==> config.mk <==
export PLATFORM = sky130hd
export DESIGN_NAME = reg_store_unit
export DESIGN_NICKNAME = d
export VERILOG_FILES = /design/src/rtl/reg_store_unit.sv
export SDC_FILE = /design/constraint.sdc
export NUM_CORES = 1
export LEC_CHECK = 0
export CAP_MARGIN = 20
export CORE_MARGIN = 3
export CORE_UTILIZATION = 30
export DETAILED_ROUTE_END_ITERATION = 6
export GPL_ROUTABILITY_DRIVEN = 0
export SYNTH_ARGS = -nofsm -noshare
export SYNTH_HDL_FRONTEND = slang
export SYNTH_SLANG_ARGS = --single-unit
==> constraint.sdc <==
create_clock -name clk -period 2.1 [get_ports clk]
set_input_delay 0.315 -clock clk [delete_from_list [all_inputs] [get_ports clk]]
set_output_delay 0.315 -clock clk [all_outputs]
set_load 0.02 [all_outputs]
==> src/rtl/reg_store_unit.sv <==
// Store path: queues {addr, data} snapshots of acc/temp and writes them over req/ack.
// Optional request timeout with sticky err: define STORE_TIMEOUT_EN.
`timescale 1ns/1ps
module reg_store_unit #(
  parameter int ADDR_W         = 8,
  parameter int DEPTH          = 2,
  parameter int TIMEOUT_CYCLES = 16
) (
  input  logic                     clk,
  input  logic                     reset,
  input  logic                     st_valid,
  output logic                     st_ready,
  input  logic                     st_sel,
  input  logic [ADDR_W-1:0]        st_addr,
  input  logic [7:0]               acc_in,
  input  logic [7:0]               temp_in,
  output logic                     mem_req,
  output logic [ADDR_W-1:0]        mem_addr,
  output logic [7:0]               mem_wdata,
  input  logic                     mem_ack,
  output logic                     busy,
  output logic [$clog2(DEPTH):0]   count,
  output logic                     err,
  input  logic                     err_clr
);

  localparam int PW = $clog2(DEPTH);
  localparam int CW = PW + 1;

  typedef enum logic {IDLE, REQ} state_t;

  logic [ADDR_W-1:0] q_addr [DEPTH];
  logic [7:0]        q_data [DEPTH];
  logic [PW-1:0]     wr_ptr;
  logic [PW-1:0]     rd_ptr;
  state_t            state;
  logic              push;
  logic              pop;
  logic              done;
  logic              tmo;

  assign st_ready = count < CW'(DEPTH);
  assign push     = st_valid && st_ready;
  assign busy     = count != '0;
  assign done     = (state == REQ) && mem_ack;
  assign pop      = done || tmo;

  // Entry stays queued while in flight, so count covers it.
  always_ff @(posedge clk) begin
    if (push) begin
      q_addr[wr_ptr] <= st_addr;
      q_data[wr_ptr] <= st_sel ? temp_in : acc_in;
    end
  end

  always_ff @(posedge clk or negedge reset) begin
    if (!reset) begin
      wr_ptr    <= '0;
      rd_ptr    <= '0;
      count     <= '0;
      state     <= IDLE;
      mem_req   <= 1'b0;
      mem_addr  <= '0;
      mem_wdata <= '0;
    end else begin
      if (push) wr_ptr <= wr_ptr + PW'(1);
      if (pop)  rd_ptr <= rd_ptr + PW'(1);
      unique case ({push, pop})
        2'b10:   count <= count + CW'(1);
        2'b01:   count <= count - CW'(1);
        default: count <= count;
      endcase
      unique case (state)
        IDLE: begin
          if (count != '0) begin
            mem_req   <= 1'b1;
            mem_addr  <= q_addr[rd_ptr];
            mem_wdata <= q_data[rd_ptr];
            state     <= REQ;
          end
        end
        REQ: begin
          if (pop) begin
            mem_req <= 1'b0;
            state   <= IDLE;
          end
        end
        default: state <= IDLE;
      endcase
    end
  end

`ifdef STORE_TIMEOUT_EN
  localparam int TW = $clog2(TIMEOUT_CYCLES) + 1;

  logic [TW-1:0] tmo_cnt;

  assign tmo = (state == REQ) && !mem_ack &&
               (tmo_cnt == TW'(TIMEOUT_CYCLES - 1));

  always_ff @(posedge clk or negedge reset) begin
    if (!reset) begin
      tmo_cnt <= '0;
      err     <= 1'b0;
    end else begin
      if (state != REQ) tmo_cnt <= '0;
      else if (!pop)    tmo_cnt <= tmo_cnt + TW'(1);
      // set beats clear on the same edge
      if (tmo)          err <= 1'b1;
      else if (err_clr) err <= 1'b0;
    end
  end
`else
  logic unused_cfg;
  localparam int unused_tmo = TIMEOUT_CYCLES;

  assign tmo        = 1'b0;
  assign err        = 1'b0;
  assign unused_cfg = err_clr;
`endif

endmodule

==> results.cfg <==
[run_status]
outcome = finished clean

[logic_synthesis]
ys_async_sr_fraction = 0.407
synth_seq_cells = 54
synthCells = 136
synthDistinctLibCells = 20
ys_seq_area_frac = 0.728
yosys_warnings = 0
synth_nets = 167
syn_area_per_cell_um2 = 15.3
netlist_area_mm2 = 0.00208
synth_edf_count = 32
ys.flop_type = edfxtp_1

[setup_path]
slowest_delay_ps = 540
end_kind = output port
reg2reg_from = count[1]
path_class = flop to output port
arrival_ps = 1600
cp_slowest_cell = clkdlybuf4s50_1
critPathTopFamily = buffers and inverters
cp-start-kind = flop
worst_ep_required_time_ps = 1780
startpoint = count[0]
crit_buf_inv = 1
critPathMaxFanout = 5
path_cells = or2_2 -> clkdlybuf4s50_1

[clock_network]
post_cts_buffers = 0
cts-root-buf = clkbuf_8
ctsResizeCount = 0
cts_tree = built
cts_buffers = 5
insertion_delay_ps = 310
cts.clk_slew.worst_paths_ps = 100
htreeDepth = 2
cts_hold_buf = 0
cts_buffer_depth = 2
cts.sinks = 54

[timing]
fin_skew_ps = 9.16
hold_viol_final = 0
setup_viol = 0
fmax_mhz = 522
rsz0062_at_grt = false
period_share = 0.912
whs_ps = 347
finalSetupTns_ps = 0
report.final.slew_viol_count = 0
period_minus_slack_ps = 1920

[finish]
antennaDiodeCount = 0
final_cell_mix = 49 x clkdlybuf4s50_1, 32 x edfxtp_1, 22 x dfrtp_1
drive_gt1_frac = 0.120
final_common_cell = clkdlybuf4s50_1
fin_util = 0.424
nets = 221
syn2layout_area_growth_pct = 33.4
finalInstanceArea_mm2 = 0.00277

[die]
die_h_um = 89.2
pin_count = 52
rows = 29
core_area_mm2 = 0.00653
start_util = 0.318
die_w_um = 89.2
die_area_mm2 = 0.00796

[run]
maxCapViolations = 0

[global_route]
grt_max_degree = 34
antenna_found_initial = 0
grt.total_usage = 0.101
grt_pass1_wl_um = 5810
grt_pass1_vias = 1198
overflow = 0

[routing]
vias = 1205
vias_per_cell = 4.50
drc = 0
ant_nets = 0
totalWireLength_um = 3570
firstDrtPassIters = 4
drtIter0Drc = 21
wl_per_cell_um = 13.3

[pwr]
total_power_mw = 3.82
leakagePower_nw = 1.08
power_density_mw_per_mm2 = 1380
ir_drop_mv = 0.371

[place]
dp_hpwl_um = 2380
placed_area_mm2 = 0.00265
io_buffers = 49

[worst_hold_path]
hold_class = input port to asynchronous set/reset pin
-- area by class of cell --
type / instances / area (µm²)
inverter: 3 / 11.3
fill: 594 / 3760
tap: 77 / 96.3
multi-input combinational: 72 / 502
sequential: 54 / 1510
clock inverter: 2 / 38.8
clock buffer: 6 / 82.6
timing repair buffer: 54 / 528
-- where the power goes --
group	switching [mW]	internal [mW]	total, mW
Sequential	0.153	1.47	1.62
Clock	0.338	0.392	0.730
Combinational	0.770	0.695	1.47
-- metrics by stage --
stage,worst slack (ps),instances
2_1_floorplan,152,136
3_3_place_gp,453,260
3_5_place_dp,450,260
4_1_cts,153,268
5_1_grt,99.1,268
6_report,184,268
-- routing by layer --
layer	up-vias	GRT usage	share of wire
met5	-	0	0
met4	0	0.0447	0.020
met3	6	0.0396	0.066
met2	37	0.164	0.48
met1	579	0.118	0.44
li1	583	-	-
-- cell families after synthesis --
kind of cell,Yosys count,synth area share
AO/OA/AOI/OAI,19,0.0500
XOR/XNOR,5,0.0211
adder cells (fa/ha/maj),1,0.00602
buffers and inverters,10,0.0307
flip-flops,54,0.728
multiplexers,24,0.120
other,1,0.00181
AND/OR/NAND/NOR,22,0.0422
-- sequential cells by signal, summed over array words and instances, names as in the netlist --
signal / cells
mem_addr: 8
mem_wdata: 8
q_addr: 16
count: 2
mem_req: 1
state: 1
wr_ptr: 1
q_data: 16
rd_ptr: 1
-- cells in the mapped netlist, drive strengths merged (2+ instances only) --
cell    number  area, µm²
nand2       18       67.6
xnor2        5       43.8
mux2i       16        160
o21ai       16       80.1
dfrtp       22        551
mux2         8       90.1
inv          3       11.3
nor2         2       7.51
edfxtp      32        961
buf          7       52.5
-- final timing paths --
| kind | slack (ps) | cells past startpoint | end |
|---|---|---|---|
| min in group clk | 490 | 2 | mem_wdata[6] |
| max in group asynchronous | 1510 | 2 | mem_wdata[5] |
| worst min-delay path | 350 | 2 | mem_addr[2] |
| worst min register to register | 490 | 2 | mem_wdata[6] |
| worst max register to register | 770 | 4 | q_addr[0][6] |
| worst max-delay path | 180 | 2 | busy |
No activity file was read; power rests on OpenSTA's default activity.
